===== src/rtl/led_adc_sequencer_if.sv =====
// ADC conversion handshake between the LED/ADC sequencer (master) and the ADC front end (slave).
interface led_adc_sequencer_if;
  logic       ADC_Start;
  logic [7:0] ADC_Data;
  logic       ADC_Done;

  modport master (output ADC_Start, input ADC_Data, input ADC_Done);
  modport slave  (input ADC_Start, output ADC_Data, output ADC_Done);
endinterface


===== src/rtl/led_adc_sequencer.sv =====
// RED/IR LED time-multiplexer: per phase settle, one ADC conversion, route sample to the matching FIR
// with a one-cycle valid strobe. Sticky error when a phase closes without a conversion result.
module led_adc_sequencer #(
  parameter int PHASE_CYCLES  = 250000,
  parameter int SETTLE_CYCLES = 25000,
  parameter int CNT_W         = 18
) (
  input  logic                 CLK,
  input  logic                 rst_n,
  input  logic                 enable,
  led_adc_sequencer_if.master  adc,
  output logic                 LED_RED,
  output logic                 LED_IR,
  output logic [7:0]           RED_ADC_Value,
  output logic [7:0]           IR_ADC_Value,
  output logic                 RED_Valid,
  output logic                 IR_Valid,
  output logic                 ADC_Timeout_Err
);

  typedef enum logic [1:0] {IDLE, SETTLE, CONV, HOLD} state_t;

  localparam logic [CNT_W-1:0] PHASE_LAST  = CNT_W'(PHASE_CYCLES - 1);
  localparam logic [CNT_W-1:0] SETTLE_LAST = CNT_W'(SETTLE_CYCLES - 1);

  state_t           state;
  logic [CNT_W-1:0] cnt;
  logic             ch;        // 0 = RED, 1 = IR
  logic             start_q;
  logic             phase_end;
  logic             done_ok;

  assign adc.ADC_Start = start_q;
  assign phase_end     = (cnt == PHASE_LAST);
  // The ADC cannot have answered in the cycle its request is still being presented.
  assign done_ok       = (state == CONV) && adc.ADC_Done && !start_q;

  always_ff @(posedge CLK or negedge rst_n) begin
    if (!rst_n) begin
      state           <= IDLE;
      cnt             <= '0;
      ch              <= 1'b0;
      start_q         <= 1'b0;
      LED_RED         <= 1'b0;
      LED_IR          <= 1'b0;
      RED_ADC_Value   <= 8'h00;
      IR_ADC_Value    <= 8'h00;
      RED_Valid       <= 1'b0;
      IR_Valid        <= 1'b0;
      ADC_Timeout_Err <= 1'b0;
    end else begin
      start_q   <= 1'b0;
      RED_Valid <= 1'b0;
      IR_Valid  <= 1'b0;
      if (!enable) begin
        state   <= IDLE;
        cnt     <= '0;
        ch      <= 1'b0;
        LED_RED <= 1'b0;
        LED_IR  <= 1'b0;
      end else if (state == IDLE) begin
        state   <= SETTLE;
        cnt     <= '0;
        ch      <= 1'b0;
        LED_RED <= 1'b1;
        LED_IR  <= 1'b0;
      end else begin
        cnt <= cnt + 1'b1;
        if (done_ok) begin
          state <= HOLD;
          if (ch) begin
            IR_ADC_Value <= adc.ADC_Data;
            IR_Valid     <= 1'b1;
          end else begin
            RED_ADC_Value <= adc.ADC_Data;
            RED_Valid     <= 1'b1;
          end
        end else if (state == SETTLE && cnt == SETTLE_LAST) begin
          state   <= CONV;
          start_q <= 1'b1;
        end
        // Phase end overrides the above state choice; LEDs swap on this same edge.
        if (phase_end) begin
          if (state == CONV && !done_ok) ADC_Timeout_Err <= 1'b1;
          state   <= SETTLE;
          cnt     <= '0;
          ch      <= ~ch;
          LED_RED <= ch;
          LED_IR  <= ~ch;
          start_q <= 1'b0;
        end
      end
    end
  end

endmodule


===== src/flat_wrapper.sv =====
// flat-port wrapper written by rule: the top's interface ports become plain ports
module led_adc_sequencer_flat 
#(
  parameter int PHASE_CYCLES  = 250000,
  parameter int SETTLE_CYCLES = 25000,
  parameter int CNT_W         = 18
)
  (CLK, rst_n, enable, LED_RED, LED_IR, RED_ADC_Value, IR_ADC_Value, RED_Valid, IR_Valid, ADC_Timeout_Err, adc_ADC_Start, adc_ADC_Data, adc_ADC_Done);
  led_adc_sequencer_if adc_i ();
  input  logic CLK;
  input  logic rst_n;
  input  logic enable;
  output logic LED_RED;
  output logic LED_IR;
  output logic [7:0] RED_ADC_Value;
  output logic [7:0] IR_ADC_Value;
  output logic RED_Valid;
  output logic IR_Valid;
  output logic ADC_Timeout_Err;
  output wire logic [$bits(adc_i.ADC_Start)-1:0] adc_ADC_Start;
  input wire logic [$bits(adc_i.ADC_Data)-1:0] adc_ADC_Data;
  input wire logic [$bits(adc_i.ADC_Done)-1:0] adc_ADC_Done;
  assign adc_ADC_Start = adc_i.ADC_Start;
  assign adc_i.ADC_Data = adc_ADC_Data;
  assign adc_i.ADC_Done = adc_ADC_Done;
  led_adc_sequencer #(.PHASE_CYCLES(PHASE_CYCLES), .SETTLE_CYCLES(SETTLE_CYCLES), .CNT_W(CNT_W)) u_core (.CLK(CLK), .rst_n(rst_n), .enable(enable), .adc(adc_i), .LED_RED(LED_RED), .LED_IR(LED_IR), .RED_ADC_Value(RED_ADC_Value), .IR_ADC_Value(IR_ADC_Value), .RED_Valid(RED_Valid), .IR_Valid(IR_Valid), .ADC_Timeout_Err(ADC_Timeout_Err));
endmodule

===== config.mk =====
export PLATFORM = sky130hd
export DESIGN_NAME = led_adc_sequencer_flat
export DESIGN_NICKNAME = d
export VERILOG_FILES = /design/src/rtl/led_adc_sequencer_if.sv /design/src/rtl/led_adc_sequencer.sv /design/src/flat_wrapper.sv
export SDC_FILE = /design/constraint.sdc
export NUM_CORES = 1
export LEC_CHECK = 0
export CAP_MARGIN = 40
export CORE_MARGIN = 2
export CORE_UTILIZATION = 36
export CTS_BUF_LIST = sky130_fd_sc_hd__clkbuf_2 sky130_fd_sc_hd__clkbuf_4 sky130_fd_sc_hd__clkbuf_8
export CTS_CLUSTER_SIZE = 25
export DETAILED_ROUTE_END_ITERATION = 8
export GPL_TIMING_DRIVEN = 0
export SLEW_MARGIN = 20
export SYNTH_ARGS = -nofsm -noshare
export SYNTH_HDL_FRONTEND = slang
export SYNTH_SLANG_ARGS = --single-unit
export TNS_END_PERCENT = 5

===== constraint.sdc =====
create_clock -name CLK -period 1.9 [get_ports CLK]
set_input_delay 0.57 -clock CLK [delete_from_list [all_inputs] [get_ports CLK]]
set_output_delay 0.57 -clock CLK [all_outputs]
set_load 0.1 [all_outputs]

Word level (Yosys, flattened, before mapping)
Cells that the tools add are included.
{"block": "word_totals", "register_bits": 42, "inputBits": 12, "out_inout_bits": 22, "elab_cells": 56}
{"block": "op_classes", "add_sub_neg": 1, "n_eq_ne": 6, "muxes": 27, "n_bitwise": 2, "reduce_logical": 10}
{"operator": "$mux W18", "n": 3}
{"operator": "$mux W1", "n": 19}
{"operator": "$add A18 B1 Y18 const B", "n": 1}
{"operator": "$eq A18 B15 Y1 const B", "n": 1}
{"operator": "$eq A18 B18 Y1 const B", "n": 1}
{"operator": "$reduce_and A4 Y1", "n": 3}
{"operator": "$mux W2", "n": 5}
{"operator": "$ne A5 B1 Y1 const B", "n": 1}
{"operator": "$logic_and A1 B1 Y1", "n": 4}
{"operator": "$ne A3 B1 Y1 const B", "n": 1}
{"operator": "$eq A2 B1 Y1 const B", "n": 1}
{"operator": "$eq A2 B2 Y1 const B", "n": 1}
{"operator": "$logic_not A1 Y1", "n": 2}
{"operator": "$logic_not A2 Y1", "n": 1}
{"operator": "$not A1 Y1", "n": 2}

Logic depth before layout (Yosys ltp)
{"block": "depth", "depth_word": 7, "depth_mapped": 6}

Worst setup path before layout
Ideal clock, no wire load.
{"block": "synth_timing", "kind": "reg2reg", "from": "register u_core.start_q (netlist: u_core.adc.ADC_Start)", "to": "register u_core.IR_ADC_Value[0]", "setup_time_ns": 0.126, "t_arrival_ns": 1.756, "required_time_ns": 1.774, "path_slack_ns": 0.018, "stages_incl_launch_ff": 4, "synth_period_minus_slack_ns": 1.882, "path_cell_list": "dfrtp_1 nor3b_1 nand2_1 mux2_2"}
{"block": "synth_between", "elab_chain_cells": 3}
{"element": "start: declaration", "line": "led_adc_sequencer.sv:29", "text": "logic start_q;"}
{"element": "start signal: assignment", "line": "led_adc_sequencer.sv:43", "text": "start_q <= 1'b0;"}
{"element": "start signal: assignment", "line": "led_adc_sequencer.sv:52", "text": "start_q <= 1'b0;"}
{"element": "start signal: assignment", "line": "led_adc_sequencer.sv:80", "text": "start_q <= 1'b1;"}
{"element": "$logic_not A1 Y1", "line": "led_adc_sequencer.sv:36", "text": "assign done_ok = (state == CONV) && adc.ADC_Done && !start_q;"}
{"element": "$logic_and A1 B1 Y1", "line": "led_adc_sequencer.sv:36"}
{"element": "$reduce_and A4 Y1 (no source line)"}
{"element": "end signal: assignment", "line": "led_adc_sequencer.sv:72", "text": "IR_ADC_Value <= adc.ADC_Data;"}
{"element": "end: declaration", "line": "led_adc_sequencer.sv:15", "text": "output logic [7:0] IR_ADC_Value,"}
No other way between the ends.
A chain may end at the register's enable or synchronous reset.

Worst setup path in the final report
{"block": "layout_timing", "from": "register u_core.cnt[0]", "to": "register u_core.cnt[9]"}
{"block": "layout_between", "elab_chain_cells": 4}
{"element": "start: declaration", "line": "led_adc_sequencer.sv:27", "text": "logic [CNT_W-1:0] cnt;"}
{"element": "start signal: assignment", "line": "led_adc_sequencer.sv:68", "text": "cnt <= cnt + 1'b1;"}
{"element": "$add A18 B1 Y18 or $eq A18 B18 Y1 (tied branches)", "line": "led_adc_sequencer.sv:68, led_adc_sequencer.sv:34"}
{"element": "$mux W18 *", "line": "led_adc_sequencer.sv:83", "text": "if (phase_end) begin"}
{"element": "$mux W18 *", "line": "led_adc_sequencer.sv:61", "text": "end else if (state == IDLE) begin"}
{"element": "$mux W18 *", "line": "led_adc_sequencer.sv:55", "text": "if (!enable) begin"}
Every way passes the cells marked *; elsewhere a longest branch is shown, timed or not.

==> results.sh <==
export IMPL_status="finished with violations"
export IMPL_violations="setup timing"
export IMPL_comb_power_share=0.057
export IMPL_r2r_start="u_core.cnt[0]"
export IMPL_ys_warn_count=0
export IMPL_root_buffer="clkbuf_8"
export IMPL_worstMarginPinSlew_ps=470.6
export IMPL_seqPwrFrac=0.568
export IMPL_multi_input_area_um2=883.3
export IMPL_utilization=0.5870
export IMPL_relSlewSlack=0.6857
export IMPL_reg2reg_slack_ps=-20
export IMPL_cts_sinks=42
export IMPL_finalClockSkew_ps=6.762
export IMPL_worstPathRequired_ps=2080
export IMPL_vias=1505
export IMPL_start_kind="flop"
export IMPL_area_growth_pct=57.01
export IMPL_fp_dieArea_mm2=0.005902
export IMPL_die_w_um=76.83
export IMPL_row_count=26
export IMPL_max_freq_ghz=0.5214
export IMPL_fin_setup_tns_ps=-51.11
export IMPL_crit_chain="ha_4, nand3_4, or4_4, o21ai_4, buf_6, nor2_1"
export IMPL_seq_area_frac_synth=0.5505
export IMPL_diodes=0
export IMPL_period_needed_ps=1918
export IMPL_synth_ff_latch_count=42
export IMPL_yosysTopAreaCell="dfrtp_1"
export IMPL_final_hold_viol_count=0
export IMPL_ir_drop_mv=0.3097
export IMPL_crit_path_top_delay_cell="or4_4"
export IMPL_syn_nets=181
export IMPL_initial_core_util=0.3738
export IMPL_clk_path_buf_depth=2
export IMPL_arrival_ps=2100
export IMPL_synth_area_leaders="dfrtp_1 (55%), mux2_2 (9.4%), xnor2_1 (5.5%)"
export IMPL_grt_pass1_vias=1590
export IMPL_antenna_found_initial=0
export IMPL_switching_share=0.2242
export IMPL_place_gp_congestion=0.8116
export IMPL_p_per_area_mw_per_mm2=529.6
export IMPL_hp_class="in -> async"
export IMPL_port_buffers=33
export IMPL_rsz0062_at_grt="true"
export IMPL_max_stage_delay_ps=600
export IMPL_worstReg2RegEnd="u_core.cnt[9]"
export IMPL_final_area_mm2=0.002998
export IMPL_crit_fanout=10
export IMPL_via_per_inst=4.855
export IMPL_p_leak_nw=1.393
export IMPL_grt_overflow=0
export IMPL_p_sw_mw=0.3559
export IMPL_layout_nets=252
export IMPL_fp_dieH_um=76.83
export IMPL_grt_first_pass_wirelength_mm=7.728
export IMPL_fin_crit_sh=1.010
export IMPL_regArea_mm2=0.001051
export IMPL_critPathKind="reg -> reg"
export IMPL_dp_cells=294
export IMPL_synth_cell_type_count=35
export IMPL_grt_total_usage=0.1620
export IMPL_dp_hpwl_mm=3.092
export IMPL_remaining_drc_errors=0
export IMPL_internal_power_mw=1.232
export IMPL_numCtsBuffers=5
export IMPL_fillers=436
export IMPL_synthCells=168
export IMPL_yosys_area_top_type_share=0.5505
export IMPL_syn_avg_cell_area_um2=11.37
export IMPL_h_tree_depth=2
export IMPL_clock_latency_ps=290
export IMPL_dp_slack_ps=-662.4
export IMPL_post_route_cells_drive_above_1_share=0.3042
export IMPL_r2r_cells=6
export IMPL_synth_cell_area_mm2=0.001909
export IMPL_cts_clk_slew_worst_paths_ps=80
export IMPL_cp_top_family="simple AND/OR/NAND/NOR gates"
export IMPL_drtPass1Iterations=4
export IMPL_grt_max_degree=26
export IMPL_drt_total_wl_mm=4.545
export IMPL_cap_violations=0
export IMPL_drt_iter0_drc=38
export IMPL_power_mw=1.588
export IMPL_wl_per_cell_um=14.66
export IMPL_ctsHoldBuffers=0
export IMPL_coreArea_mm2=0.005107
export IMPL_pin_count=34
export IMPL_fin_ws_ps=-18.08
export IMPL_final_cells=310
export IMPL_clock_power_share=0.375
export IMPL_tritoncts="yes"
export IMPL_ant_nets=0
export IMPL_dpl_cell_area_mm2=0.002685
export IMPL_hold_slack_ps=212.2
export IMPL_drv_slew=0
export IMPL_setup_viol=7
export IMPL_path_buf_inv=1
export IMPL_crit_path_end_kind="flop"
==> cells in the mapped netlist <==
cell and instances:
a21boi_0 2, a21o_1 1, a21oi_1 1, a31o_2 1
a31oi_1 1, and2_1 1, and3_1 3, and4_1 1
buf_6 2, clkbuf_1 1, dfrtp_1 42, ha_1 1
inv_1 9, mux2_2 16, mux2i_1 2, nand2_1 7
nand3_1 10, nand3b_1 1, nand4_1 5, nand4b_1 1
nor2_1 19, nor2b_1 2, nor3_1 6, nor3b_1 1
nor4_1 7, nor4_2 1, o211ai_1 1, o21ai_0 4
o21ai_4 1, o21ba_2 1, o31a_1 1, or3_4 1
or4_4 1, xnor2_1 12, xor2_1 2
==> worst max-delay path by stage <==
stage | cells past startpoint | end | startpoint | slack [ps]
floorplan | 3 | u_core.IR_ADC_Value[0] | u_core.adc.ADC_Start | 20
global placement | 1 | u_core.state[1] | rst_n | -870
detailed placement | 5 | u_core.IR_ADC_Value[1] | enable | -660
CTS | 6 | u_core.cnt[9] | u_core.cnt[8] | -40
global route | 6 | u_core.cnt[8] | u_core.cnt[0] | -90
finish | 6 | u_core.cnt[9] | u_core.cnt[0] | -20
==> power by group through the flow <==
stage | Clock, mW | Combinational [mW] | Sequential, mW
CTS | 0.608 | 0.0918 | 0.902
detailed placement | 0 | 0.0867 | 0.919
global route | 0.645 | 0.100 | 0.903
finish | 0.595 | 0.0910 | 0.902
global placement | 0 | 0.0787 | 0.919
floorplan | 0 | 0.0158 | 0.929
==> placed cells by master (no fill, tap or decap), drive strengths merged, types with 3 or more instances in the layout <==
cell,Yosys,layout
dfrtp,42,42
and3,3,3
nand4,5,5
nor4,8,8
xnor2,12,12
mux2,16,16
nor3,6,6
nand2,7,8
dlygate4sd2,0,22
clkbuf,1,7
nor2,19,19
buf,2,33
nand3,10,10
inv,9,9
clkdlybuf4s50,0,9
o21ai,5,5
==> registers in the layout (all words and copies together) (netlist names) <==
signal and cells:
u_core.LED_RED 1, u_core.state 2, u_core.RED_Valid 1, u_core.IR_ADC_Value 8
u_core.ch 1, u_core.cnt 18, u_core.ADC_Timeout_Err 1, u_core.IR_Valid 1
u_core.RED_ADC_Value 8, u_core.adc.ADC_Start 1
==> worst reg2reg max path, cell delays in order (launching register included) <==
cell and delay (ps):
dfrtp_1 430, ha_4 190, nand3_4 120, or4_4 600
o21ai_4 220, buf_6 180, nor2_1 60
==> repair_timing <==
action,CTS,global route
resized for setup,52,6
pin swaps,11,1
gates cloned,1,0
setup endpoints to repair,62,20
setup buffers,7,0
==> layer usage <==
| layer | GRT usage | up-vias | part of all wire | routed length (um) |
|---|---|---|---|---|
| met4 | 0.02909 | 0 | 0.0037 | 17 |
| met3 | 0.04000 | 2 | 0.030 | 138 |
| li1 | - | 732 | - | - |
| met5 | 0 | - | 0 | 0 |
| met1 | 0.2035 | 742 | 0.45 | 2027 |
| met2 | 0.2851 | 29 | 0.52 | 2363 |
==> final cells by class <==
class                   count  area share
flip-flops and latches     42      0.3506
inverters                   9     0.01127
clock inverters             2    0.004174
plain buffers               3    0.008765
multi-input cells         115      0.2947
repair buffers             63      0.2738
well taps                  70     0.02922
clock buffers               6     0.02755
==> kinds of logic (layout without fill, tap and decap cells) <==
family	count (synthesis)	in the layout	share of synthesized area
adders and majority gates	1	1	0.006552
buffers and inverters	12	83	0.03145
xor gates and xnor gates	14	14	0.06422
muxes	18	18	0.1048
AOI/OAI and AO/OA	14	14	0.05505
DFF	42	42	0.5505
and+or+nand+nor	67	68	0.1874
Note: power is estimated with default switching activity, not from simulation.
